$ cat config.mk
export PLATFORM = sky130hd
export DESIGN_NAME = div_16
export DESIGN_NICKNAME = d
export VERILOG_FILES = /design/src/rtl/div_16.sv
export SDC_FILE = /design/constraint.sdc
export NUM_CORES = 1
export LEC_CHECK = 0
export BUFFER_PORTS_ARGS = -buffer_cell sky130_fd_sc_hd__buf_2
export CAP_MARGIN = 10
export CORE_UTILIZATION = 30
export CTS_CLUSTER_DIAMETER = 80
export DETAILED_ROUTE_END_ITERATION = 12
export GPL_ROUTABILITY_DRIVEN = 0
export HOLD_SLACK_MARGIN = 0.08
export PLACE_DENSITY_LB_ADDON = 0.25
export SKIP_LAST_GASP = 1
export SLEW_MARGIN = 20
export SYNTH_ARGS = -nofsm -noshare
export SYNTH_HDL_FRONTEND = slang
export SYNTH_SLANG_ARGS = --single-unit
$ cat constraint.sdc
create_clock -name clk -period 6.8 [get_ports clk]
set_input_delay 0.34 -clock clk [delete_from_list [all_inputs] [get_ports clk]]
set_output_delay 0.34 -clock clk [all_outputs]
set_load 0.05 [all_outputs]
$ cat src/rtl/div_16.sv
// 16-bit unsigned restoring divider, one quotient bit per clock.
// Returns quotient/remainder with a single-cycle done pulse.
module div_16 (
  input  logic        clk,
  input  logic        rst,
  input  logic        start,
  input  logic [15:0] dividend,
  input  logic [15:0] divisor,
  output logic [15:0] quotient,
  output logic [15:0] remainder,
  output logic        busy,
  output logic        done,
  output logic        div_by_zero
);

  typedef enum logic [1:0] {
    S_IDLE,
    S_RUN,
    S_DONE
  } state_t;

  state_t      r_state;
  state_t      w_state_nx;
  logic [3:0]  r_count;
  logic [3:0]  w_count_nx;
  logic [15:0] r_q;
  logic [15:0] w_q_nx;
  logic [15:0] r_r;
  logic [15:0] w_r_nx;
  logic [15:0] r_dvsr;
  logic [15:0] w_dvsr_nx;
  logic [15:0] r_quot;
  logic [15:0] w_quot_nx;
  logic [15:0] r_rem;
  logic [15:0] w_rem_nx;
  logic        r_dbz;
  logic        w_dbz_nx;
  logic [16:0] w_shift;
  logic [16:0] w_trial;

  always_ff @(posedge clk) begin
    if (rst) begin
      r_state <= S_IDLE;
      r_count <= 4'd0;
      r_q     <= 16'd0;
      r_r     <= 16'd0;
      r_dvsr  <= 16'd0;
      r_quot  <= 16'd0;
      r_rem   <= 16'd0;
      r_dbz   <= 1'b0;
    end else begin
      r_state <= w_state_nx;
      r_count <= w_count_nx;
      r_q     <= w_q_nx;
      r_r     <= w_r_nx;
      r_dvsr  <= w_dvsr_nx;
      r_quot  <= w_quot_nx;
      r_rem   <= w_rem_nx;
      r_dbz   <= w_dbz_nx;
    end
  end

  // Trial subtract as add of the inverted divisor; bit 16 is the borrow.
  assign w_shift = {r_r, r_q[15]};
  assign w_trial = w_shift + {1'b1, ~r_dvsr} + 17'd1;

  always_comb begin
    w_state_nx = r_state;
    w_count_nx = r_count;
    w_q_nx     = r_q;
    w_r_nx     = r_r;
    w_dvsr_nx  = r_dvsr;
    w_quot_nx  = r_quot;
    w_rem_nx   = r_rem;
    w_dbz_nx   = r_dbz;
    unique case (r_state)
      S_IDLE: begin
        if (start) begin
          if (divisor != 16'd0) begin
            w_dvsr_nx  = divisor;
            w_q_nx     = dividend;
            w_r_nx     = 16'd0;
            w_count_nx = 4'd0;
            w_state_nx = S_RUN;
          end else begin
            w_quot_nx  = 16'hFFFF;
            w_rem_nx   = dividend;
            w_dbz_nx   = 1'b1;
            w_state_nx = S_DONE;
          end
        end
      end
      S_RUN: begin
        if (!w_trial[16]) begin
          w_r_nx = w_trial[15:0];
          w_q_nx = {r_q[14:0], 1'b1};
        end else begin
          w_r_nx = w_shift[15:0];
          w_q_nx = {r_q[14:0], 1'b0};
        end
        w_count_nx = r_count + 4'd1;
        if (r_count == 4'd15) begin
          w_quot_nx  = w_q_nx;
          w_rem_nx   = w_r_nx;
          w_dbz_nx   = 1'b0;
          w_state_nx = S_DONE;
        end
      end
      S_DONE: begin
        w_state_nx = S_IDLE;
      end
      default: begin
        w_state_nx = S_IDLE;
      end
    endcase
  end

  assign quotient    = r_quot;
  assign remainder   = r_rem;
  assign div_by_zero = r_dbz;
  assign busy        = (r_state == S_RUN);
  assign done        = (r_state == S_DONE);

endmodule

## Word level (Yosys, flattened, before mapping)

Cells that the tools add are included.

- Register bits: 87
- Input bits: 35
- Logic and storage cells: 53

- Add/subtract/negate cells: 3
- Equal/unequal tests: 7
- Mux-type cells: 27
- Bitwise operators: 1
- Reduce and logical (&&, ||, !) cells: 7

Operators with widths:

| cell | number |
|---|---|
| $mux W16 | 11 |
| $pmux W16 S2 | 4 |
| $add A17 B1 Y17 const B | 1 |
| $add A17 B17 Y17 | 1 |
| $not A16 Y16 | 1 |
| $reduce_bool A16 Y1 | 1 |
| $mux W4 | 2 |
| $pmux W4 S2 | 1 |
| $mux W2 | 3 |
| $ne A2 B2 Y1 const B | 3 |
| $reduce_and A3 Y1 | 2 |
| $add A4 B1 Y4 const B | 1 |
| $eq A4 B4 Y1 const B | 1 |
| $mux W1 | 4 |
| $pmux W2 S2 | 1 |
| $reduce_and A4 Y1 | 1 |
| $eq A2 B1 Y1 const B | 1 |
| $eq A2 B2 Y1 const B | 1 |
| $logic_not A2 Y1 | 1 |
| $ne A2 B1 Y1 const B | 1 |
| $pmux W1 S2 | 1 |
| $reduce_and A2 Y1 | 1 |
| $reduce_bool A2 Y1 | 1 |

## Longest topological paths before layout

Gate-level depths: netlist of the first run.

- Depth in word-level cells: 6
- Depth in mapped cells: 12

## Least setup slack after synthesis of the first run

Ideal clock, no wire load.

- Kind: reg2reg
- Start: reg r_q[15]
- End: reg r_rem[7] (netlist: remainder[7])
- Data arrival time: 2.556 ns
- Slack: 4.111 ns
- Cell stages (with the launch flop): 13
- Buffers on the path: 2
- Clock period less this slack: 2.689 ns
- Cells stage by stage: dfxtp_1 -> inv_1 -> ha_1 -> fa_1 -> nand2b_1 -> a21o_1 -> a21o_1 -> o31ai_2 -> xor2_1 -> buf_6 -> buf_12 -> mux2i_1 -> o22ai_1

- Cells in the longest elaborated chain, start to end: 5

RTL lines:

| element | RTL line | source |
|---|---|---|
| start: declaration | 26 | `logic [15:0] r_q;` |
| start signal: assignment | 54 | `r_q <= w_q_nx;` |
| $add A17 B17 Y17 | 65 | `assign w_trial = w_shift + {1'b1, ~r_dvsr} + 17'd1;` |
| $add A17 B1 Y17 | 65 |  |
| $mux W16 | 94 | `if (!w_trial[16]) begin` |
| $mux W16 | 102 | `if (r_count == 4'd15) begin` |
| $pmux W16 S2 | 76 | `unique case (r_state)` |
| end signal: assignment | 58 | `r_rem <= w_rem_nx;` |
| end: declaration | 34 | `logic [15:0] r_rem;` |

No other way between the ends. The select of a mux whose other input is x is not followed.
A chain may end at the register's enable or synchronous reset.

## Worst setup path in the final report of the first run

- Start: reg r_q[15]
- End: reg r_r[13]

- Cells in the longest elaborated chain, start to end: 4

RTL lines:

| element | RTL line | source |
|---|---|---|
| $add A17 B17 Y17 | 65 |  |
| $add A17 B1 Y17 | 65 |  |
| $mux W16 | 94 |  |
| $pmux W16 S2 | 76 |  |
| end signal: assignment | 55 | `r_r <= w_r_nx;` |
| end: declaration | 28 | `logic [15:0] r_r;` |

No other way between the ends.

==> run_results.csv, run 1 <==
group,metric,value,unit
pwr,power,2.36,mW
clocking,cts.path.max_buffers,2,
job,cap_violations,0,
synthesis,ys_types,52,
global_route,grt_pass1_vias,3790,
pwr,p_seq_share,25.9,%
pwr,ir_drop,0.241,mV
synthesis,netlist_top_cells_count,"nand2_1 (90), dfxtp_1 (87), nor2_1 (70), a21oi_1 (48), nor3_1 (42)",
synthesis,synth_most_common_cell,"nand2_1",
critical_path,path_class,"reg -> reg",
timing,rsz0062_at_grt,"false",
clocking,path_clk_slew,0.07,ns
pwr,share_comb_of_total_power,53.8,%
floorplanning,die-height,123,um
status,status,"complete, no violations",
clocking,numCtsBuffers,9,
clocking,htree_num_levels,3,
pwr,netSwitchingFraction,42.6,%
critical_path,critical_path_arrival,3.30,ns
synthesis,synth_area_per_cell,7.81,um2
detailed_routing,wl_per_cell,14.8,um
critical_path,crit_required,7.04,ns
timing,max_freq,0.327,GHz
clocking,ctsHoldBuffers,0,
floorplanning,die_w,123,um
synthesis,synth_top_area_share,39.6,%
pwr,cellLeakagePower,2.09,nW
critical_path,worstPathMaxFanout,20,
floorplanning,start_util,31.2,%
timing,tightest_slew,1.07,ns
critical_path,cp-end-kind,"flip-flop",
pwr,power_density,457,mW/mm2
finish,antenna_cells,0,
detailed_routing,drc,0,
min_path,hold_path_class,"in -> reg",
placement,io_buffers,69,
synthesis,postSynthCellCount,563,
floorplanning,die-area,0.0151,mm2
synthesis,synth_area_leaders,"dfxtp_1 (40%), nand2_1 (7.7%), nor2_1 (6.0%)",
clocking,cts_resized,0,
pwr,pwr-share-clk,20.2,%
pwr,p_switching,1.01,mW
global_route,antenna_found_initial,0,
finish,layout-drive-gt1-share,17.0,%
critical_path,reg2reg_depth,11,
synthesis,synth_ff_type,"dfxtp_1",
global_route,grt_max_degree,73,
critical_path,rr_endpoint,"r_r[13]",
clocking,clk_latency,0.34,ns
timing,finalCriticalPeriod,3.06,ns
clocking,clock_sinks,87,
synthesis,yosysTopAreaCell,"dfxtp_1",
detailed_routing,drt_iter0_drc,297,
detailed_routing,firstDrtPassIters,4,
synthesis,yosysWarningCount,0,
floorplanning,core-area,0.0141,mm2
finish,final_core_util,36.6,%
synthesis,ys_ff_latch,87,
finish,nNetsFinal,667,
global_route,overflow,0,
floorplanning,io_pins,70,
timing,fin_setup_tns,0,ns
synthesis,syn_area,0.00440,mm2
clocking,root_buffer,"clkbuf_16",
placement,place_ws,3.75,ns
critical_path,r2r_slack,3.74,ns
floorplanning,rows,43,
global_route,grt_first_pass_wirelength,19.1,mm
timing,holdWs,0.249,ns
critical_path,start_kind,"flip-flop",
finish,area_growth,17.4,%
synthesis,synth-seq-area-share,39.6,%
min_path,hold_start,"divisor[1]",
timing,slew-limit-headroom,28.2,%
synthesis,synth_edf_count,0,
timing,setup_ws,3.74,ns
timing,min_period_over_period,45.0,%
global_route,grt_use_total,16.2,%
detailed_routing,via_per_inst,5.10,
min_path,hold_depth,3,
timing,skew,0.00729,ns
critical_path,r2r_start,"r_q[15]",
pwr,p_int,1.36,mW
timing,setup_violations,0,
detailed_routing,vias,4073,
clocking,post-cts-setup-buffers,0,
synthesis,async_reset_ff_share,0,%
detailed_routing,final_antenna_net_count,0,
timing,finalMaxSlewViolations,0,
placement,dp_hpwl,8.78,mm
timing,hold_viol,0,
detailed_routing,postRouteWirelength,11.8,mm
synthesis,synthesis.nets,616,
clocking,cts_tree,"yes",
min_path,whs_endpoint,"r_dvsr[1]",
-- registers in the layout (all words and copies together), names as in the netlist --
name and count:
div_by_zero 1, quotient 16, r_count 4, r_dvsr 16
remainder 16, r_q 16, r_r 16, r_state 2
-- area by class of cell --
type / count / area (um2)
Inverter: 21 / 78.8
Clock inverter: 5 / 41.3
Timing Repair Buffer: 75 / 390
Fill cell: 1478 / 8930
Clock buffer: 11 / 243
Sequential cell: 87 / 1740
Multi-Input combinational cell: 420 / 2440
Tap cell: 180 / 225
-- cells in the final DEF, fill, tap and decap left out, types with 10 or more instances in the layout --
cell type  instances
ha_1              17
nor2_1            70
o22ai_1           13
a311oi_1          16
o21ai_0           13
inv_1             21
mux2i_1           12
buf_2             69
a21oi_1           47
nand2_1           90
nand2b_1          11
o21ai_1           10
nor3_1            42
dfxtp_1           87
-- power groups by stage --
stage	clock [mW]	sequential, mW	combinational, mW
CTS	0.488	0.612	1.27
finish	0.478	0.613	1.27
global placement	0	0.622	1.25
floorplan	0	0.600	1.10
global route	0.512	0.619	1.40
detailed placement	0	0.622	1.27
-- critical path, stage by stage (launching register included) --
cell and delay (ns):
dfxtp_1 0.33, inv_1 0.05, ha_1 0.21, fa_1 0.39, nand2b_1 0.20, a21o_1 0.21, a21o_1 0.19, o31ai_2 0.32
xor2_2 0.15, buf_4 0.31, mux2_2 0.39, a22o_1 0.20
-- metal layers --
metal / global-route usage (%) / vias to the layer above / part of all wire, %
met1: 21.5 / 1893 / 47
met3: 4.11 / 9 / 6.7
met2: 26.2 / 107 / 45
met4: 4.29 / 0 / 1.1
met5: 0 / - / 0
li1: - / 2064 / -
-- worst max-delay path by stage --
stage / from / end / depth (start not counted)
finish: r_q[15] / r_r[13] / 11
CTS: r_q[15] / r_r[13] / 11
global placement: r_q[15] / r_r[13] / 11
floorplan: r_q[15] / remainder[7] / 12
global route: r_q[15] / r_r[13] / 11
detailed placement: r_q[15] / r_r[13] / 11
-- metrics by stage --
step,cell area [um2],instances
floorplan,4400,563
global placement,4880,783
detailed placement,4880,783
CTS,5160,799
global route,5160,799
finish,5160,799
-- cell families after synthesis --
group / share of synthesized area [%]
AO/OA/AOI/OAI: 18.9
adder cells (fa/ha/maj): 5.29
multiplexers: 3.76
flip-flops: 39.6
XOR/XNOR: 2.39
buffers and inverters: 5.38
AND/OR/NAND/NOR: 24.6
Power figures use the tool's default switching activity.
==> inputs of run 2 (changes only) <==
==> constraint.sdc (replaced) <==
create_clock -name clk -period 3.1 [get_ports clk]
set_input_delay 0.155 -clock clk [delete_from_list [all_inputs] [get_ports clk]]
set_output_delay 0.155 -clock clk [all_outputs]
set_load 0.05 [all_outputs]
==> run 2 against run 1 <==
  * Worst hold slack lost 0.15 ns
  * Sequential cell count is the same
  * Fmax grew 6.4%
  * Clock power grew 120%
  * First-iteration DRC count grew 3.0%
  * Register-to-register slack lost 3.5 ns
  * Combinational power grew 140%
  * Setup slack lost 3.5 ns
  * Critical path depth is the same
==> run_results.csv, run 2 (same netlist as run 1, synthesis figures left out) <==
group,metric,value,unit
status,status,"complete, no violations",
detailed_routing,via_per_inst,5.11,
min_path,hold_start,"dividend[14]",
finish,fin_area,0.00541,mm2
finish,area_growth,23.0,%
global_route,grt_max_degree,46,
floorplanning,die_w,123,um
critical_path,crit_required,3.36,ns
timing,skew,0.00557,ns
detailed_routing,wl_met2,5.38,mm
detailed_routing,drc,0,
min_path,hold_path_class,"in -> reg",
pwr,ir_drop,0.660,mV
floorplanning,io_pins,70,
pwr,netSwitchingFraction,41.0,%
timing,finalCriticalPeriod,2.88,ns
pwr,pwr-share-clk,19.3,%
critical_path,r2r_start,"r_q[15]",
critical_path,path_class,"reg -> reg",
placement,dp_hpwl,9.12,mm
critical_path,start_kind,"flip-flop",
detailed_routing,firstDrtPassIters,4,
pwr,p_int,3.20,mW
detailed_routing,vias,4180,
detailed_routing,topRoutingLayerUsed,"met4",
critical_path,reg2reg_depth,11,
global_route,antenna_found_initial,0,
pwr,power_density,1000,mW/mm2
timing,min_period_over_period,92.7,%
timing,fin_setup_tns,0,ns
critical_path,worstPathMaxFanout,13,
global_route,grt_use_total,17.1,%
finish,nNetsFinal,687,
timing,setup_violations,0,
pwr,p_seq_share,24.8,%
timing,finalMaxSlewViolations,0,
clocking,root_buffer,"clkbuf_16",
placement,dp_cells,786,
floorplanning,die-area,0.0151,mm2
clocking,numCtsBuffers,9,
clocking,clock_sinks,87,
critical_path,rr_endpoint,"remainder[0]",
global_route,grt_first_pass_wirelength,20.0,mm
detailed_routing,postRouteWirelength,12.3,mm
finish,final_core_util,38.4,%
timing,slew-limit-headroom,61.9,%
timing,max_freq,0.348,GHz
clocking,clk_latency,0.35,ns
finish,stdcell_count,818,
critical_path,critical_path_arrival,3.14,ns
min_path,hold_depth,3,
placement,place_area,0.00491,mm2
timing,tightest_slew,0.571,ns
finish,fillers,1471,
finish,layout_common_cells,"nand2_1 (90), dfxtp_1 (87), nor2_1 (70)",
placement,io_buffers,69,
clocking,cts.path.max_buffers,2,
floorplanning,rows,43,
critical_path,cp-end-kind,"flip-flop",
global_route,grt_pass1_vias,3923,
clocking,path_clk_slew,0.06,ns
pwr,cellLeakagePower,2.19,nW
floorplanning,start_util,31.2,%
clocking,cts_tree,"yes",
critical_path,r2r_slack,0.22,ns
floorplanning,core-area,0.0141,mm2
detailed_routing,wl_per_cell,15.0,um
detailed_routing,final_antenna_net_count,0,
detailed_routing,drt_iter0_drc,306,
pwr,p_switching,2.23,mW
global_route,overflow,0,
finish,final_common_cell,"nand2_1",
min_path,whs_endpoint,"r_q[14]",
pwr,share_comb_of_total_power,55.9,%
finish,antenna_cells,0,
detailed_routing,wl_met1,6.04,mm
detailed_routing,met3_length,609,um
clocking,htree_num_levels,3,
finish,layout-drive-gt1-share,17.4,%
job,cap_violations,0,
timing,hold_viol,0,
floorplanning,die-height,123,um
==> run 2: cell count changes in the layout (fill, tap and decap cells not counted), moves of 2 or more <==
cell,before,now
mux2i_1,12,10
clkbuf_8,1,3
dlygate4sd3_1,0,16
buf_4,6,8
mux2i_2,0,2
==> run 2: worst max-delay path, stage by stage (launching register included) <==
cell and delay [ns]:
dfxtp_1 0.33, inv_1 0.05, ha_1 0.22, fa_1 0.40, nand2b_1 0.20, a21o_1 0.21
a21o_1 0.20, o31ai_4 0.26, xor2_2 0.27, buf_12 0.20, mux2_2 0.36, o22ai_1 0.11
==> run 2: area by class of cell <==
type	instances	area [um2]	area share, %
Timing Repair Buffer	95	613	11.3
Multi-Input combinational cell	420	2460	45.5
Tap cell	180	225	4.16
Clock buffer	12	267	4.93
Sequential cell	87	1740	32.2
Clock inverter	3	25.0	0.463
Inverter	21	78.8	1.46
==> run 2: layer usage <==
metal | track usage (%) | vias to the layer above
li1 | - | 2113
met1 | 23.3 | 1951
met2 | 26.1 | 99
met3 | 4.11 | 17
met4 | 6.78 | 0
met5 | 0 | -
==> run 2: what timing repair did <==
action / CTS / global route
resized for setup: 0 / 3
buffers inserted: 0 / 0
hold buffers: 16 / 0
setup endpoints to repair: 0 / 8
endpoints found under the hold margin: 16 / 0
==> run 2: how the worst max path moves through the flow <==
stage,startpoint,endpoint,slack (ns),cells past startpoint
2_1_floorplan,r_q[15],remainder[9],0.41,12
3_3_place_gp,r_q[15],remainder[0],0.26,11
3_5_place_dp,r_q[15],remainder[0],0.19,11
4_1_cts,r_q[15],remainder[0],0.17,11
5_1_grt,r_q[15],r_r[14],-0.0008,11
6_report,r_q[15],remainder[0],0.22,11
==> run 2: power by group through the flow <==
| stage | Combinational, mW | Sequential, mW | Clock, mW |
|---|---|---|---|
| 3_5_place_dp | 2.92 | 1.37 | 0 |
| 2_1_floorplan | 2.40 | 1.32 | 0 |
| 3_3_place_gp | 2.86 | 1.37 | 0 |
| 5_1_grt | 3.32 | 1.36 | 1.14 |
| 4_1_cts | 2.94 | 1.34 | 1.09 |
| 6_report | 3.03 | 1.35 | 1.05 |
==> run 2: through the flow <==
stage / power, mW / hold slack [ns] / setup WS (ns)
after floorplan: 3.72 / 0.291 / 0.411
after CTS: 5.38 / 0.0889 / 0.173
after detailed placement: 4.29 / 0.418 / 0.193
after global routing: 5.82 / 0.0991 / -0.000801
after global placement: 4.23 / 0.409 / 0.258
final: 5.43 / 0.0975 / 0.225
==> inputs of run 3 (changes only) <==
--- a/config.mk
+++ b/config.mk
@@ -8,11 +8,12 @@
 export BUFFER_PORTS_ARGS = -buffer_cell sky130_fd_sc_hd__buf_2
 export CAP_MARGIN = 10
 export CORE_UTILIZATION = 30
+export CTS_BUF_LIST = sky130_fd_sc_hd__clkbuf_16
 export CTS_CLUSTER_DIAMETER = 80
 export DETAILED_ROUTE_END_ITERATION = 12
 export GPL_ROUTABILITY_DRIVEN = 0
 export HOLD_SLACK_MARGIN = 0.08
-export PLACE_DENSITY_LB_ADDON = 0.25
+export PLACE_DENSITY_LB_ADDON = 0.1
 export SKIP_LAST_GASP = 1
 export SLEW_MARGIN = 20
 export SYNTH_ARGS = -nofsm -noshare
==> run 3 against run 2 <==
  * Non-clock buffer count is 2 lower
  * Utilization is 0.51 points lower
  * Worst hold slack worse by 0.0068 ns
==> run_results.csv, run 3 (same netlist as run 1, synthesis figures left out) <==
group,metric,value,unit
timing,max_freq,0.344,GHz
clocking,htree_num_levels,3,
global_route,grt_pass1_vias,3847,
min_path,hold_path_class,"in -> reg",
pwr,cellLeakagePower,2.16,nW
timing,finalCriticalPeriod,2.90,ns
pwr,power_density,1020,mW/mm2
finish,nNetsFinal,685,
floorplanning,start_util,31.2,%
floorplanning,io_pins,70,
critical_path,cp-end-kind,"flip-flop",
timing,slew-limit-headroom,61.9,%
detailed_routing,drt_iter0_drc,229,
global_route,antenna_found_initial,0,
detailed_routing,wl_met2,5.72,mm
clocking,cts.path.max_buffers,2,
critical_path,start_kind,"flip-flop",
clocking,post-cts-setup-buffers,0,
detailed_routing,wl_per_cell,15.6,um
placement,dp_hpwl,9.42,mm
global_route,grt_use_total,17.5,%
critical_path,crit_buf_inv,2,
job,cap_violations,0,
placement,io_buffers,69,
clocking,root_buffer,"clkbuf_16",
detailed_routing,postRouteWirelength,12.8,mm
floorplanning,die_w,123,um
finish,layout_common_cells,"nand2_1 (90), dfxtp_1 (87), nor2_1 (70)",
detailed_routing,via_per_inst,5.00,
critical_path,crit_path_max_incr_delay,0.40,ns
global_route,overflow,0,
critical_path,worstPathMaxFanout,14,
critical_path,crit_chain,"inv_1, ha_1, fa_1, nand2b_1, a21o_1, a21o_1, o31ai_4, xor2_2, buf_12, mux2_2, o22ai_1",
pwr,power,5.42,mW
floorplanning,die-area,0.0151,mm2
critical_path,crit_family,"compound AO/OA/AOI/OAI gates",
clocking,numCtsBuffers,9,
detailed_routing,firstDrtPassIters,4,
detailed_routing,vias,4082,
detailed_routing,wl_met1,6.47,mm
timing,hold_viol,0,
clocking,clock_sinks,87,
detailed_routing,met3_length,473,um
detailed_routing,drc,0,
timing,min_period_over_period,93.7,%
global_route,grt_first_pass_wirelength,20.0,mm
timing,tightest_slew,0.571,ns
status,status,"complete, no violations",
clocking,clk_latency,0.35,ns
critical_path,cp_common_cell,"a21o_1",
finish,antenna_cells,0,
timing,skew,0.00810,ns
critical_path,critPathSlowestCell,"fa_1",
critical_path,critical_path_arrival,3.17,ns
finish,area_growth,21.3,%
clocking,path_clk_slew,0.07,ns
global_route,grt_max_degree,51,
critical_path,r2r_slack,0.20,ns
finish,layout-drive-gt1-share,17.1,%
timing,finalMaxSlewViolations,0,
timing,rsz0062_at_grt,"false",
floorplanning,die-height,123,um
floorplanning,core-area,0.0141,mm2
finish,final_common_cell,"nand2_1",
clocking,cts_tree,"yes",
floorplanning,rows,43,
detailed_routing,topRoutingLayerUsed,"met4",
timing,fin_setup_tns,0,ns
critical_path,crit_required,3.36,ns
detailed_routing,final_antenna_net_count,0,
critical_path,path_class,"reg -> reg",
pwr,ir_drop,0.539,mV
timing,setup_violations,0,
==> run 3: final timing paths <==
kind	start	endpoint	cells past startpoint
worst min-delay path	divisor[8]	r_dvsr[8]	3
worst min register to register	r_dvsr[12]	r_dvsr[12]	2
worst max register to register	r_q[15]	remainder[0]	11
worst max-delay path	r_q[15]	remainder[0]	11
==> run 3: worst register-to-register path, cell delays in order, from the launching register on <==
cell and delay, ns:
dfxtp_1 0.34, inv_1 0.06, ha_1 0.22, fa_1 0.40, nand2b_1 0.19, a21o_1 0.20, a21o_1 0.20, o31ai_4 0.28
xor2_2 0.25, buf_12 0.20, mux2_2 0.36, o22ai_1 0.12
==> run 3: layout make-up <==
cell class                      count  area [um2]
Timing Repair Buffer               93         571
Sequential cell                    87        1740
Clock inverter                      7        40.0
Multi-Input combinational cell    420        2450
Clock buffer                        9         225
Inverter                           21        78.8
Tap cell                          180         225
Fill cell                        1520        8760
==> run 3: report_power, final <==
part | switching [mW] | leakage [nW] | internal (mW)
clock network | 0.462 | 0.124 | 0.535
registers | 0.116 | 0.708 | 1.23
logic | 1.72 | 1.32 | 1.36
==> run 3: what timing repair did <==
item | CTS | global route
gates resized for setup | 0 | 2
endpoints found under the hold margin | 13 | 0
setup endpoints to repair | 0 | 1
hold buffers | 13 | 0
==> run 3: metrics by stage <==
stage	utilization (%)	worst slack [ns]	cell area [um2]	std cells	hold WS, ns
floorplan	-	0.411	4400	563	0.291
global placement	35.0	0.251	4930	788	0.416
detailed placement	35.0	0.196	4930	788	0.417
CTS	37.8	0.174	5320	817	0.0823
global route	37.9	0.0139	5340	817	0.0966
finish	37.9	0.195	5340	817	0.0907
==> run 3: metal layers <==
| metal | GRT usage (%) | vias up |
|---|---|---|
| met1 | 24.3 | 1877 |
| met5 | 0 | - |
| li1 | - | 2112 |
| met2 | 27.3 | 86 |
| met3 | 3.69 | 7 |
| met4 | 4.97 | 0 |
